File: src/rtl/radar_seq_pkg.sv
// Shared types, limits and config validation for the radar CPI sequencer.
package radar_seq_pkg;

  localparam int unsigned FFT_SIZE     = 1024;
  localparam int unsigned DOPPLER_SIZE = 64;
  localparam int unsigned CNT_WIDTH    = 32;
  localparam int unsigned IDX_WIDTH    = 16;

  typedef enum logic [2:0] {
    IDLE,
    PULSE,
    DOPPLER,
    CFAR,
    DONE
  } seq_state_t;

  typedef struct packed {
    logic [CNT_WIDTH-1:0] pri;
    logic [CNT_WIDTH-1:0] pw;
    logic [IDX_WIDTH-1:0] gates;
    logic [IDX_WIDTH-1:0] pulses;
  } seq_cfg_t;

  // A CPI needs a non-empty TX gate, a listen phase after it, and bounded gate/pulse counts.
  function automatic logic cfg_valid(input seq_cfg_t cfg);
    return (cfg.pw != '0) && (cfg.pri > cfg.pw) &&
           (cfg.gates != '0) && (cfg.gates <= IDX_WIDTH'(FFT_SIZE)) &&
           (cfg.pulses != '0) && (cfg.pulses <= IDX_WIDTH'(DOPPLER_SIZE));
  endfunction

endpackage

File: src/rtl/radar_pri_timer.sv
// PRI counter with TX gate / RX window decode and an end-of-PRI strobe.
module radar_pri_timer
  import radar_seq_pkg::*;
(
  input  logic                 clk,
  input  logic                 rst,
  input  logic                 run,
  input  logic                 clear,
  input  logic [CNT_WIDTH-1:0] pri,
  input  logic [CNT_WIDTH-1:0] pw,
  input  logic [IDX_WIDTH-1:0] gate_idx,
  input  logic [IDX_WIDTH-1:0] num_gates,
  output logic                 tx_pulse,
  output logic                 rx_window,
  output logic                 end_of_pri
);

  logic [CNT_WIDTH-1:0] pri_cnt;

  assign end_of_pri = run && (pri_cnt == pri - CNT_WIDTH'(1));
  assign tx_pulse   = run && (pri_cnt < pw);
  assign rx_window  = run && (pri_cnt >= pw) && (gate_idx < num_gates);

  // Held at zero outside PULSE so every pulse starts from a clean count.
  always_ff @(posedge clk) begin
    if (rst || !run || clear || end_of_pri) begin
      pri_cnt <= '0;
    end else begin
      pri_cnt <= pri_cnt + CNT_WIDTH'(1);
    end
  end

endmodule

File: src/rtl/radar_cpi_sequencer.sv
// CPI sequencer: pulse train with range gating, then Doppler and CFAR handshakes.
module radar_cpi_sequencer
  import radar_seq_pkg::*;
(
  input  logic                 clk,
  input  logic                 rst,
  input  logic                 start,
  input  logic                 abort,
  input  logic                 continuous,
  input  logic [CNT_WIDTH-1:0] cfg_pri,
  input  logic [CNT_WIDTH-1:0] cfg_pulse_width,
  input  logic [IDX_WIDTH-1:0] cfg_num_gates,
  input  logic [IDX_WIDTH-1:0] cfg_num_pulses,
  input  logic                 rx_valid,
  input  logic                 doppler_done,
  input  logic                 cfar_done,
  output logic                 tx_pulse,
  output logic                 rx_window,
  output logic                 sample_strobe,
  output logic [IDX_WIDTH-1:0] gate_idx,
  output logic [IDX_WIDTH-1:0] pulse_idx,
  output logic                 last_gate,
  output logic                 doppler_start,
  output logic                 cfar_start,
  output logic                 busy,
  output logic                 cpi_done,
  output logic                 overrun_err,
  output logic                 cfg_err
);

  seq_state_t state_q, state_d;
  seq_cfg_t   cfg_q, cfg_in;
  logic       accept, reject, restart;
  logic       in_pulse, pulse_step, last_pulse, end_of_pri;

  assign cfg_in = '{pri: cfg_pri, pw: cfg_pulse_width, gates: cfg_num_gates, pulses: cfg_num_pulses};

  assign in_pulse      = (state_q == PULSE);
  assign pulse_step    = in_pulse && !abort;
  assign busy          = (state_q != IDLE);
  assign last_pulse    = (pulse_idx == cfg_q.pulses - IDX_WIDTH'(1));
  assign sample_strobe = rx_valid && rx_window;
  assign last_gate     = sample_strobe && (gate_idx == cfg_q.gates - IDX_WIDTH'(1));
  assign restart       = (state_q == DONE) && (state_d == PULSE);

  radar_pri_timer u_timer (
    .clk        (clk),
    .rst        (rst),
    .run        (in_pulse),
    .clear      (abort),
    .pri        (cfg_q.pri),
    .pw         (cfg_q.pw),
    .gate_idx   (gate_idx),
    .num_gates  (cfg_q.gates),
    .tx_pulse   (tx_pulse),
    .rx_window  (rx_window),
    .end_of_pri (end_of_pri)
  );

  // Next-state decode; the start strobes double as "entry cycle" markers so done is
  // only honoured from the cycle after the kick.
  always_comb begin
    state_d = state_q;
    accept  = 1'b0;
    reject  = 1'b0;
    unique case (state_q)
      IDLE: begin
        if (start && !abort) begin
          if (cfg_valid(cfg_in)) begin
            accept  = 1'b1;
            state_d = PULSE;
          end else begin
            reject = 1'b1;
          end
        end
      end
      PULSE: begin
        if (abort) state_d = IDLE;
        else if (end_of_pri && last_pulse) state_d = DOPPLER;
      end
      DOPPLER: begin
        if (abort) state_d = IDLE;
        else if (doppler_done && !doppler_start) state_d = CFAR;
      end
      CFAR: begin
        if (abort) state_d = IDLE;
        else if (cfar_done && !cfar_start) state_d = DONE;
      end
      DONE:    state_d = (continuous && !abort) ? PULSE : IDLE;
      default: state_d = IDLE;
    endcase
  end

  always_ff @(posedge clk) begin
    if (rst) begin
      state_q       <= IDLE;
      cfg_q         <= '0;
      gate_idx      <= '0;
      pulse_idx     <= '0;
      overrun_err   <= 1'b0;
      doppler_start <= 1'b0;
      cfar_start    <= 1'b0;
      cpi_done      <= 1'b0;
      cfg_err       <= 1'b0;
    end else begin
      state_q       <= state_d;
      doppler_start <= (state_q == PULSE) && (state_d == DOPPLER);
      cfar_start    <= (state_q == DOPPLER) && (state_d == CFAR);
      cpi_done      <= (state_q == CFAR) && (state_d == DONE);
      cfg_err       <= reject;

      if (accept) cfg_q <= cfg_in;

      if (accept) begin
        overrun_err <= 1'b0;
      end else if (pulse_step && end_of_pri && (gate_idx < cfg_q.gates)) begin
        overrun_err <= 1'b1;
      end

      // Gate index saturates naturally: the RX window closes once all gates are in.
      if (accept || restart) begin
        gate_idx  <= '0;
        pulse_idx <= '0;
      end else if (pulse_step) begin
        if (end_of_pri) begin
          gate_idx <= '0;
          if (!last_pulse) pulse_idx <= pulse_idx + IDX_WIDTH'(1);
        end else if (sample_strobe) begin
          gate_idx <= gate_idx + IDX_WIDTH'(1);
        end
      end
    end
  end

endmodule

File: config.mk
export PLATFORM = sky130hd
export DESIGN_NAME = radar_cpi_sequencer
export DESIGN_NICKNAME = d
export VERILOG_FILES = /design/src/rtl/radar_seq_pkg.sv /design/src/rtl/radar_pri_timer.sv /design/src/rtl/radar_cpi_sequencer.sv
export SDC_FILE = /design/constraint.sdc
export NUM_CORES = 1
export LEC_CHECK = 0
export CAP_MARGIN = 15
export CELL_PAD_IN_SITES_DETAIL_PLACEMENT = 0
export CELL_PAD_IN_SITES_GLOBAL_PLACEMENT = 1
export CORE_MARGIN = 2
export CORE_UTILIZATION = 38
export CTS_CLUSTER_SIZE = 12
export DETAILED_ROUTE_END_ITERATION = 8
export HOLD_SLACK_MARGIN = 0.02
export PLACE_DENSITY = 0.84
export RECOVER_POWER = 25
export REMOVE_ABC_BUFFERS = 1
export SLEW_MARGIN = 20
export SYNTH_ARGS = -nofsm -noshare
export SYNTH_HDL_FRONTEND = slang
export SYNTH_HIERARCHICAL = 1
export SYNTH_SLANG_ARGS = --single-unit
File: constraint.sdc
create_clock -name clk -period 4.1 [get_ports clk]
set_clock_uncertainty 0.15 [all_clocks]
set_input_delay 0.615 -clock clk [delete_from_list [all_inputs] [get_ports clk]]
set_output_delay 0.615 -clock clk [all_outputs]
set_load 0.02 [all_outputs]
### Yosys cells after proc, flatten, opt, wreduce, memory -nomap -nowiden

Cells that the tools add are included.

* output and inout port bits: 42
* register bits: 168
* word-level logic and storage cells: 97
* bits of input ports: 104

* mux-type cells: 16
* $lt $le $gt $ge: 6
* reductions and logical operators: 42
* bitwise gates (word level): 3
* $add $sub $neg: 6
* equal/unequal tests: 11

Operator list (number)
* adder 16 x 1 -> 16 bit (second input constant): 2
* adder 32 x 1 -> 32 bit (second input constant): 1
* == test 16 bit: 2
* == test 32 bit: 1
* greater-or-equal comparator 32 bit: 1
* greater-than comparator 32 bit: 1
* less-than comparator 32 bit: 1
* two-way mux 16 bit: 2
* nonzero test 16 bit: 2
* nonzero test 32 bit: 1
* subtractor 16 x 1 -> 16 bit (second input constant): 2
* subtractor 32 x 1 -> 32 bit (second input constant): 1
* two-way mux 3 bit: 8
* logical AND 1 bit: 23
* less-or-equal comparator 16 x 11 -> 1 bit (second input constant): 1
* less-or-equal comparator 16 x 7 -> 1 bit (second input constant): 1
* less-than comparator 16 bit: 1
* case mux 3 bit (5 select lines): 1
* == test 3 x 2 -> 1 bit (second input constant): 4
* == test 3 x 1 -> 1 bit (second input constant): 2
* == test 3 bit (second input constant): 2
* two-way mux 1 bit: 5
* logical NOT 1 bit: 4
* logical OR 1 bit: 4
* other kinds (8): 11

### Longest topological paths before layout

Gate-level depths: netlist (run 1).

* word-level depth: 13
* mapped depth: 18
* gate-level depth less buffers: 18

### By module

The synthesis (run 1) kept the hierarchy.

By module, submodules not included
* radar_cpi_sequencer: instances 1, area each 7519.7 µm², sequential area each 2722.6 µm², cells an instance 964
* radar_pri_timer: instances 1, area each 3653.5 µm², sequential area each 640.6 µm², cells an instance 487

### Worst setup path after synthesis (run 1)

No wires, ideal clock.

* kind: flip-flop to output port
* start point: register gate_idx[1]
* end point: output last_gate
* buffers on the path: 0
* cell stages (with the launch flop): 14
* data required time: 3.335 ns
* arrival time: 3.460 ns
* slack: -0.125 ns
* cell sequence: dfxtp_1 ha_1 a21o_1 a21o_1 a21oi_1 o21ai_1 a221oi_1 o21ai_1 a21oi_1 and2_1 nand2_1 nor4_1 nand4_1 nor4_1

* word-level cells in the longest chain between the ends: 4
* elaborated cells between the ends (all ways): 5
* classes of those cells: 1 x order compare; 1 x eq/ne; 3 x reduce/logical

RTL lines
* from (decl): line radar_cpi_sequencer.sv:20 `output logic [IDX_WIDTH-1:0] gate_idx,`
* from (signal assigned): line radar_cpi_sequencer.sv:129 `gate_idx <= gate_idx + IDX_WIDTH'(1);`
* less-than comparator 16 bit: line radar_pri_timer.sv:22 `assign rx_window = run && (pri_cnt >= pw) && (gate_idx < num_gates);`
* logical AND 1 bit: line radar_pri_timer.sv:22
* via rx_window: line radar_cpi_sequencer.sv:18 `output logic rx_window,`
* logical AND 1 bit: line radar_cpi_sequencer.sv:42 `assign sample_strobe = rx_valid && rx_window;`
* via sample_strobe: line radar_cpi_sequencer.sv:19 `output logic sample_strobe,`
* logical AND 1 bit: line radar_cpi_sequencer.sv:43 `assign last_gate = sample_strobe && (gate_idx == cfg_q.gates - IDX_WIDTH'(1));`
* to (decl): line radar_cpi_sequencer.sv:22 `output logic last_gate,`

The timed path passes the listed nets, and every way through them passes these cells.

### Final worst setup path (run 1)

* start point: register cfg_q[33] (netlist name)
* end point: output last_gate

* word-level cells in the longest chain between the ends: 5

RTL lines
* from (decl): line radar_cpi_sequencer.sv:32 `seq_cfg_t cfg_q, cfg_in;`
* from (signal assigned): line radar_cpi_sequencer.sv:112 `if (accept) cfg_q <= cfg_in;`
* greater-or-equal comparator 32 bit: line radar_pri_timer.sv:22
* logical AND 1 bit (2 in series): line radar_pri_timer.sv:22
* logical AND 1 bit: line radar_cpi_sequencer.sv:42
* logical AND 1 bit: line radar_cpi_sequencer.sv:43

No other way between the ends.

==> reports/results.tsv, run 1 <==
stage	metric	value	unit
clocking	cts_tree	done	
place	dp.cells	2041	
cells_and_area	multiInputGateArea	7250	µm²
logic_synthesis	syn_area_per_cell	7.70	µm²
global_route	overflow	0	
cells_and_area	final_nets	1886	
flow_run	drv_cap	1	
sta	worst_pin_slew	2890	ps
sta	rsz0062_at_grt	yes	
min_path	whs_path_depth	2	
sta	period_share	97.7	%
logic_synthesis	syn_area	11200	µm²
min_path	hold_class	reg -> reg	
global_route	grt_pass1_vias	10800	
logic_synthesis	yosysTopAreaCellShare	30.1	%
cells_and_area	finalNonFillerCells	2078	
cells_and_area	n_antenna_cell	0	
place	io_buffer_count	145	
floorplanning	die_y	175	µm
cells_and_area	num-fill-cells	2788	
status	violations	max-capacitance violations, max-slew violations	
place	hpwl	26000	µm
critical_path	critPathBufInv	3	
global_route	grt_pass1_wl	54900	µm
logic_synthesis	synth_area_leaders	dfxtp_1 (30%), ha_1 (11%), nand2_1 (7.7%), xnor2_1 (5.9%), a21oi_1 (5.5%)	
floorplanning	die_w	175	µm
critical_path	worst-setup-path-type	reg -> out	
clocking	root_buffer	clkbuf_16	
sta	hold_viol	0	
critical_path	worstPathArrival	3240	ps
global_route	antenna_found_initial	0	
sta	finalCriticalPeriod	4010	ps
clocking	htreeDepth	4	
floorplanning	row_count	62	
status	outcome	finished with violations	
floorplanning	num_io_pins	146	
power	pwr-share-seq	45.8	%
power	switching_share	24.3	%
logic_synthesis	syn-instance-count	1451	
clocking	path_clk_slew	70	ps
global_route	grt.total_usage	22.0	%
logic_synthesis	yosysSeqAreaShare	30.1	%
route	drtAntennaViolNets	0	
sta	fmax	250	MHz
logic_synthesis	synthMostInstantiatedCell	nand2_1	
logic_synthesis	yosysWarnings	6	
floorplanning	die_area	30800	µm²
power	intPower	2.70	mW
cells_and_area	drive_gt1_share	11.7	%
power	pwr-share-comb	7.1	%
critical_path	start_kind	flip-flop	
critical_path	path_max_fanout	2	
power	ir_drop	0.000271	V
place	gp_congestion	0.835	
logic_synthesis	synth_edf_count	0	
logic_synthesis	synth_flop_cell	dfxtp_1	
power	pwr-share-clk	47.1	%
route	remaining_drc_errors	0	
critical_path	rr_worst_depth	15	
route	via_count	10900	
critical_path	required	3340	ps
critical_path	cpLargestDelayFamily	simple AND/OR/NAND/NOR gates	
power	leakagePower	5.98	nW
logic_synthesis	async_reset_ff_share	0	%
sta	setup_viol	0	
critical_path	worstReg2RegEnd	gate_idx[13]	
clocking	worstSkewPairLatency	430	ps
critical_path	crit_chain	inv_1, ha_1, nor2b_2, o21a_1, o21ai_1, a21oi_1, or3b_1, a221o_1, nand3_2, a21oi_2, buf_4, and2_4, nand2_4, nor4_4, nand4_1, nor4_2, buf_4	
power	total_power	3.56	mW
route	dr.pass1.iters	5	
sta	slew_viol_final	60	
route	post_drt_wl_per_cell	16.2	µm
logic_synthesis	synth_top_area_cell	dfxtp_1	
sta	slew_headroom	-92.7	%
clocking	cts_buffer_depth	2	
min_path	hold_path_startpoint	cfg_q[40]	
sta	setup_tns	0	ps
power	power_switching	0.866	mW
critical_path	cpMostUsedCell	buf_4	
cells_and_area	syn2layout_area_growth	30.4	%
critical_path	cpMaxStageDelayCell	or3b_1	
floorplanning	core_area	28900	µm²
critical_path	critPathMaxStageDelay	380	ps
min_path	whs_endpoint	cfg_q[40]	
floorplanning	initial_utilization	38.7	%
sta	whs	303	ps
clocking	cts_made_buffers	17	
logic_synthesis	yosys_register_bits	168	
sta	setup_slack	93.1	ps
route	routed_via_density	5.27	
cells_and_area	register_area	3360	µm²
global_route	grt_max_degree	60	
critical_path	rr_startpoint	cfg_q[73]	
route	wirelength	33700	µm
clocking	cts_sinks	168	
logic_synthesis	synth_top_cells_by_count	nand2_1 (228), dfxtp_1 (168), inv_1 (126)	
place	pre_cts_slack	-29.9	ps
route	first_iter_violations	682	
power	power.density	245	nW/µm²
critical_path	cp-end-kind	primary output	
critical_path	reg2reg_slack	190	ps
logic_synthesis	synthDistinctLibCells	76	
[worst max-delay path by stage]
stage	startpoint	to	slack, ps	cells past startpoint
after floorplan	cfg_pulse_width[23]	cfg_q[0]	-710	9
after global placement	cfg_q[41]	last_gate	-9	16
after detailed placement	cfg_q[41]	last_gate	-30	16
after CTS	cfg_q[41]	last_gate	-7	16
after global routing	cfg_q[25]	last_gate	-50	16
final	cfg_q[33]	last_gate	90	17
[sequential cells by signal (all words and copies together) (netlist names)]
| register | cells |
|---|---|
| cfar_start | 1 |
| state_q | 3 |
| doppler_start | 1 |
| cpi_done | 1 |
| gate_idx | 16 |
| u_timer/pri_cnt | 32 |
| pulse_idx | 16 |
| cfg_err | 1 |
| cfg_q | 96 |
| overrun_err | 1 |
[power groups by stage]
stage	combinational (mW)	clock, mW	sequential (mW)
global route	0.276	1.77	1.63
floorplan	0.0681	0	1.67
finish	0.253	1.68	1.63
global placement	0.250	0	1.67
CTS	0.255	1.71	1.63
detailed placement	0.253	0	1.67
[stage by stage]
step	utilization [%]	area, µm²
2_1_floorplan	-	10900
3_3_place_gp	47.8	13800
3_5_place_dp	47.8	13800
4_1_cts	49.9	14400
5_1_grt	50.5	14600
6_report	50.5	14600
[cell type report]
type,count,area share (%)
Multi-Input combinational cell,1103,49.8
Clock buffer,18,3.02
Tap cell,384,3.30
Inverter,126,3.25
Sequential cell,168,23.1
Timing Repair Buffer,265,16.5
Clock inverter,14,1.12
[placed cells by master, fill, tap and decap left out, types with 4 or more instances in the layout]
master           count
clkbuf_16           17
nor4b_1              4
nor2b_1             10
a2111oi_0            8
clkdlybuf4s50_1    101
or3_1                6
a21oi_1            121
nand3b_1             5
o211ai_1             7
a211oi_1             5
a21o_1              22
xnor2_1             75
nor4_1              32
a31o_1               4
o31ai_1              4
a31oi_1              4
o21ai_1              5
nand2_1            226
nor3b_1             12
nor3_1              34
xor2_1              61
nor4_4               4
buf_12               5
nor2_1             120
and2_1               5
nand4_1             45
o21a_1               7
buf_4              113
dfxtp_1            167
and3_1              10
nand2b_1            12
ha_1               100
dlygate4sd3_1       39
nand3_1             46
o21ai_0             19
mux2i_1              5
inv_1              125
o2111ai_1            4
[worst register-to-register path, cell delays in order, from the launching register on]
cell and delay (ps):
dfxtp_1 310, or4_4 570, or4b_4 590, o21a_1 220, nor3_1 170, o21bai_1 100, a221o_1 360, nor4_2 150
buf_4 190, o21a_4 150, nand3_1 80, nor2_1 150, and4_1 300, nand4_1 130, xor2_1 150, nor2_1 50
[repair_timing]
item | in CTS | in global routing
pin swaps | 0 | 18
setup endpoints to repair | 2 | 31
resized for setup | 7 | 36
buffers inserted | 0 | 5
hold buffers | 0 | 0
[metal layers]
metal	track usage, %	part of all wire [%]	vias to the layer above
met5	0	0	-
met4	6.85	2.3	0
met3	3.46	4.8	47
met2	36.6	46	288
met1	29.2	47	5118
li1	-	-	5492
[kinds of logic after synthesis]
group                    synth area share, %
buffers and inverters                   6.30
AND/OR/NAND/NOR                         26.4
AO/OA/AOI/OAI                           14.6
XOR/XNOR                                10.7
adder cells (fa/ha/maj)                 11.3
flip-flops                              30.1
multiplexers                           0.549
Power figures use the tool's default switching activity.
==> run 2, diff against run 1 <==
--- a/config.mk
+++ b/config.mk
@@ -8,12 +8,12 @@
 export CAP_MARGIN = 15
 export CELL_PAD_IN_SITES_DETAIL_PLACEMENT = 0
 export CELL_PAD_IN_SITES_GLOBAL_PLACEMENT = 1
-export CORE_MARGIN = 2
+export CORE_MARGIN = 3
 export CORE_UTILIZATION = 38
 export CTS_CLUSTER_SIZE = 12
 export DETAILED_ROUTE_END_ITERATION = 8
 export HOLD_SLACK_MARGIN = 0.02
-export PLACE_DENSITY = 0.84
+export PLACE_DENSITY_LB_ADDON = 0.3
 export RECOVER_POWER = 25
 export REMOVE_ABC_BUFFERS = 1
 export SLEW_MARGIN = 20
==> run 2 against run 1 <==
The flow still finishes with violations (max-capacitance violations, max-slew violations). Setup slack improved by 29 ps. Via count decreased by 0.90%. Core utilization increased by 0.33 points. Cell count about the same. Sequential cell count unchanged. Combinational power about the same. Worst hold slack got worse by 2.7 ps. Non-clock buffer count increased by 2. Largest power group is now sequential cells. Highest routed layer is now met5.
==> reports/results.tsv, run 2 (same netlist as run 1, synthesis figures left out) <==
stage	metric	value	unit
clocking	cts_hold_buf	0	
clocking	cts_tree	done	
critical_path	cpMostUsedCell	buf_4	
status	violations	max-capacitance violations, max-slew violations	
critical_path	crit_chain	inv_2, ha_4, or4b_4, nor4_4, buf_4, nand2_4, xnor2_2, a2111oi_4, buf_4, nand4_1, nor4_4, buf_4, o21a_4, nand3_2, nor2_2, and4_4, nand4_1, xor2_1, nor2_1	
clocking	cts_buffer_depth	2	
sta	fmax	251	MHz
min_path	hold_class	reg -> reg	
cells_and_area	multiInputGateArea	7340	µm²
route	wirelength	33100	µm
global_route	grt_max_degree	64	
floorplanning	num_io_pins	146	
power	total_power	3.47	mW
floorplanning	row_count	62	
flow_run	drv_cap	1	
sta	slew_headroom	-105	%
clocking	worstSkewPairLatency	430	ps
power	ir_drop	0.000291	V
place	io_buffer_count	145	
cells_and_area	top_register	cfg_q	
route	dr.pass1.iters	7	
status	outcome	finished with violations	
cells_and_area	register_area	3370	µm²
critical_path	worst-setup-path-type	reg -> reg	
cells_and_area	syn2layout_area_growth	31.2	%
critical_path	start_kind	flip-flop	
sta	worst_pin_slew	3070	ps
floorplanning	die_area	31500	µm²
clocking	cts_sinks	168	
floorplanning	die_y	177	µm
cells_and_area	final_common_cell	nand2_1	
clocking	path_clk_slew	70	ps
clocking	cts_made_buffers	17	
critical_path	cp-end-kind	flip-flop	
critical_path	cpMaxStageDelayCell	or4b_4	
global_route	antenna_found_initial	1	
clocking	root_buffer	clkbuf_16	
cells_and_area	n_antenna_cell	0	
floorplanning	die_w	177	µm
place	pre_cts_slack	-175	ps
sta	setup_slack	122	ps
route	drtAntennaViolNets	0	
cells_and_area	largest_registers	cfg_q (96), u_timer/pri_cnt (32)	
sta	setup_tns	0	ps
route	routed_via_density	5.21	
sta	hold_viol	0	
global_route	grt.total_usage	21.0	%
cells_and_area	drive_gt1_share	12.7	%
route	post_drt_wl_per_cell	15.9	µm
critical_path	path_max_fanout	4	
floorplanning	core_area	28900	µm²
cells_and_area	num-fill-cells	2816	
critical_path	required	4270	ps
route	first_iter_violations	461	
floorplanning	initial_utilization	38.7	%
route	remaining_drc_errors	0	
place	gp_congestion	0.860	
cells_and_area	final_cell_mix	nand2_1 (225), dfxtp_1 (164), inv_1 (124), nor2_1 (119), a21oi_1 (119)	
cells_and_area	final_nets	1888	
global_route	overflow	0	
sta	setup_viol	0	
place	dp.cells	2042	
cells_and_area	largest_reg_flops	96	
sta	period_share	97.0	%
sta	rsz0062_at_grt	yes	
power	leakagePower	5.95	nW
route	via_count	10800	
place	hpwl	25800	µm
clocking	htreeDepth	4	
global_route	grt_pass1_wl	53700	µm
critical_path	worstPathArrival	4150	ps
sta	slew_viol_final	64	
critical_path	critPathMaxStageDelay	490	ps
global_route	grt_pass1_vias	10600	
power	power.density	236	nW/µm²
cells_and_area	finalNonFillerCells	2080	
sta	finalCriticalPeriod	3980	ps
[run 2: layout make-up]
type                            count  share of cell area (%)
Tap cell                          384                    3.28
Clock buffer                       21                    3.21
Sequential cell                   168                    23.0
Clock inverter                     11                   0.743
Inverter                          126                    3.23
Timing Repair Buffer              267                    16.5
Multi-Input combinational cell   1103                    50.1
[run 2: worst paths after layout]
path	from	end	slack, ps	cells after the start
worst max-delay path	cfg_q[65]	gate_idx[13]	120	19
worst min-delay path	cfg_q[33]	cfg_q[33]	300	2
worst min register to register	cfg_q[33]	cfg_q[33]	300	2
worst max register to register	cfg_q[65]	gate_idx[13]	120	19
[run 2: through the flow]
stage	instance area, µm²	utilization [%]	hold slack, ps
final	14700	50.8	300
after detailed placement	13800	47.9	294
after global placement	13800	47.9	289
after global routing	14700	50.8	319
after floorplan	10900	-	276
after CTS	14500	50.2	303
[run 2: what timing repair did]
action	CTS	global route
cloned	0	0
setup buffers	4	2
pin swaps	5	31
resized for setup	20	43
endpoints found under the setup margin	27	30
[run 2: power breakdown]
group | switching (mW) | internal, mW | leakage [nW] | total (mW)
combinational | 0.115 | 0.135 | 4.31 | 0.250
sequential | 0.000284 | 1.63 | 1.35 | 1.63
clock | 0.735 | 0.849 | 0.285 | 1.58
[run 2: worst max-delay path: cells and delay by family, from the launching register on]
kind	cells	cell delay (ps)
xor gates and xnor gates	2	310
and+or+nand+nor	10	1920
AOI/OAI and AO/OA	2	480
adders and majority gates	1	130
buffers and inverters	4	580
DFF	1	320
[run 2: metal layers]
metal / global-route usage [%] / share of wire [%]
met5: 0 / 0.033
met1: 29.0 / 48
met4: 5.73 / 1.7
met3: 3.57 / 5.0
met2: 33.8 / 45
==> run 3, diff against run 2 <==
--- a/config.mk
+++ b/config.mk
@@ -12,8 +12,9 @@
 export CORE_UTILIZATION = 38
 export CTS_CLUSTER_SIZE = 12
 export DETAILED_ROUTE_END_ITERATION = 8
+export GPL_ROUTABILITY_DRIVEN = 0
 export HOLD_SLACK_MARGIN = 0.02
-export PLACE_DENSITY_LB_ADDON = 0.3
+export PLACE_DENSITY = 0.81
 export RECOVER_POWER = 25
 export REMOVE_ABC_BUFFERS = 1
 export SLEW_MARGIN = 20
==> run 3 against run 2 <==
Die area did not move. Highest routed layer is now met4. Design area fell by 0.57%. Setup slack better by 51 ps. Critical path type is now reg -> out. Worst hold slack gained 2.2 ps. Largest power group is now clock. Combinational power increased by 2%. Wire length down 0.16%. Clock power rose by 5%. Maximum frequency up 1.3%. Core utilization decreased by 0.29 points. The flow still finishes with violations (max-capacitance violations, max-slew violations). First-iteration DRC count grew 42%. Non-clock buffer count fell by 2.
==> reports/results.tsv, run 3 (same netlist as run 1, synthesis figures left out) <==
stage	metric	value	unit
status	outcome	finished with violations	
status	violations	max-capacitance violations, max-slew violations	
place	hpwl	25800	µm
critical_path	path_max_fanout	2	
clocking	htreeDepth	4	
global_route	grt_pass1_wl	53100	µm
global_route	grt.total_usage	20.9	%
critical_path	critPathMaxStageDelay	630	ps
critical_path	rr_startpoint	cfg_q[69]	
cells_and_area	syn2layout_area_growth	30.4	%
floorplanning	num_io_pins	146	
critical_path	critPathBufInv	2	
critical_path	start_kind	flip-flop	
critical_path	cpMaxStageDelayCell	clkdlybuf4s50_1	
flow_run	drv_cap	1	
clocking	path_clk_slew	70	ps
power	power.density	243	nW/µm²
sta	slew_viol_final	62	
critical_path	worstReg2RegEnd	pulse_idx[11]	
clocking	root_buffer	clkbuf_16	
floorplanning	die_y	177	µm
route	via_count	10900	
floorplanning	die_w	177	µm
critical_path	crit_cells	11	
cells_and_area	final_cell_mix	nand2_1 (227), dfxtp_1 (166), inv_1 (126), a21oi_1 (120), nor2_1 (119)	
cells_and_area	final_nets	1886	
place	io_buffer_count	145	
sta	setup_viol	0	
cells_and_area	n_antenna_cell	0	
cells_and_area	drive_gt1_share	12.0	%
route	first_iter_violations	656	
sta	worst_pin_slew	3020	ps
clocking	worstSkewPairLatency	440	ps
power	total_power	3.55	mW
place	place_area	13800	µm²
cells_and_area	largest_registers	cfg_q (96), u_timer/pri_cnt (32)	
clocking	cts_tree	done	
critical_path	worstPathArrival	3160	ps
cells_and_area	stdcell_area	14600	µm²
critical_path	endpoint	tx_pulse	
route	wirelength	33100	µm
route	drtAntennaViolNets	0	
clocking	cts_sinks	168	
sta	slew_headroom	-101	%
cells_and_area	num-fill-cells	2885	
sta	period_share	95.8	%
clocking	cts_buffer_depth	2	
sta	finalCriticalPeriod	3930	ps
power	leakagePower	5.94	nW
sta	setup_slack	173	ps
min_path	hold_class	reg -> reg	
critical_path	required	3340	ps
place	pre_cts_slack	-275	ps
cells_and_area	top_register	cfg_q	
sta	fmax	255	MHz
critical_path	cp-end-kind	primary output	
route	remaining_drc_errors	0	
route	routed_via_density	5.24	
critical_path	crit_chain	inv_1, ha_4, a21o_1, a21o_1, a21oi_1, o21ai_1, a21o_1, a221o_1, nand3_1, and3_1, clkdlybuf4s50_1	
global_route	grt_max_degree	62	
critical_path	cpMostUsedCell	a21o_1	
clocking	cts_made_buffers	17	
route	dr.pass1.iters	5	
global_route	grt_pass1_vias	10400	
floorplanning	row_count	62	
critical_path	rr_worst_depth	14	
floorplanning	initial_utilization	38.7	%
global_route	antenna_found_initial	0	
power	ir_drop	0.000269	V
cells_and_area	largest_reg_flops	96	
floorplanning	die_area	31500	µm²
route	post_drt_wl_per_cell	15.9	µm
critical_path	crit_start	cfg_q[41]	
sta	hold_viol	0	
floorplanning	core_area	28900	µm²
global_route	overflow	0	
cells_and_area	final_common_cell	nand2_1	
critical_path	cpLargestDelayFamily	compound AO/OA/AOI/OAI gates	
critical_path	worst-setup-path-type	reg -> out	
critical_path	reg2reg_slack	210	ps
==> run 3: cell types whose count changed in the layout (fill, tap and decap cells not counted), moves of 3 or more <==
cell / before / now
buf_4: 118 / 113
clkbuf_2: 0 / 3
clkbuf_8: 3 / 0
clkdlybuf4s50_1: 109 / 103
clkinvlp_4: 0 / 3
dlygate4sd3_1: 33 / 38
==> run 3: where the power goes <==
part / total, mW / switching [mW] / leakage [nW] / internal [mW]
clock network: 1.66 / 0.746 / 0.282 / 0.916
registers: 1.63 / 0.000310 / 1.35 / 1.63
logic: 0.254 / 0.118 / 4.30 / 0.136
==> run 3: tightest hold or removal path: stages (launching register included) <==
cell and delay [ps]:
dfxtp_1 310, nand2_1 50, a21oi_1 50
==> run 3: per-stage QoR <==
stage,TNS (ps),cells,utilization [%],hold WS (ps)
2_1_floorplan,-58360,1397,-,276
3_3_place_gp,-4810,2042,47.9,289
3_5_place_dp,-9110,2042,47.9,295
4_1_cts,-33.5,2074,50.0,304
5_1_grt,-65.0,2078,50.5,326
6_report,0,2078,50.5,302
==> run 3: layout make-up <==
cell class / instances / area (µm²) / area share [%]
clock inverters: 14 / 166 / 1.14
multi-input cells: 1103 / 7260 / 49.8
inverters: 126 / 473 / 3.24
well taps: 384 / 480 / 3.30
repair buffers: 265 / 2400 / 16.5
flip-flops and latches: 168 / 3370 / 23.1
clock buffers: 18 / 429 / 2.94
==> run 3: repair_timing <==
action / 4_1_cts / 5_1_grt
hold buffers: 0 / 0
endpoints found under the setup margin: 2 / 36
pin swaps: 0 / 17
resized for setup: 8 / 35
cloned: 0 / 0
buffers inserted: 0 / 4
==> run 3: layer usage <==
layer	up-vias	global-route usage, %	wire length, µm
met3	17	3.19	1380
met1	5137	28.2	15800
met4	0	4.91	393
met2	242	35.0	15500
met5	-	0	0
li1	5503	-	-
==> run 3: worst min path at each step <==
stage	startpoint	end	slack, ps	cells past startpoint
after floorplan	cfg_q[33]	cfg_q[33]	280	2
after global placement	cfg_q[40]	cfg_q[40]	290	2
after detailed placement	cfg_q[61]	cfg_q[61]	290	2
after CTS	cfg_q[38]	cfg_q[38]	300	2
after global routing	cfg_q[43]	cfg_q[43]	330	2
final	cfg_q[38]	cfg_q[38]	300	2
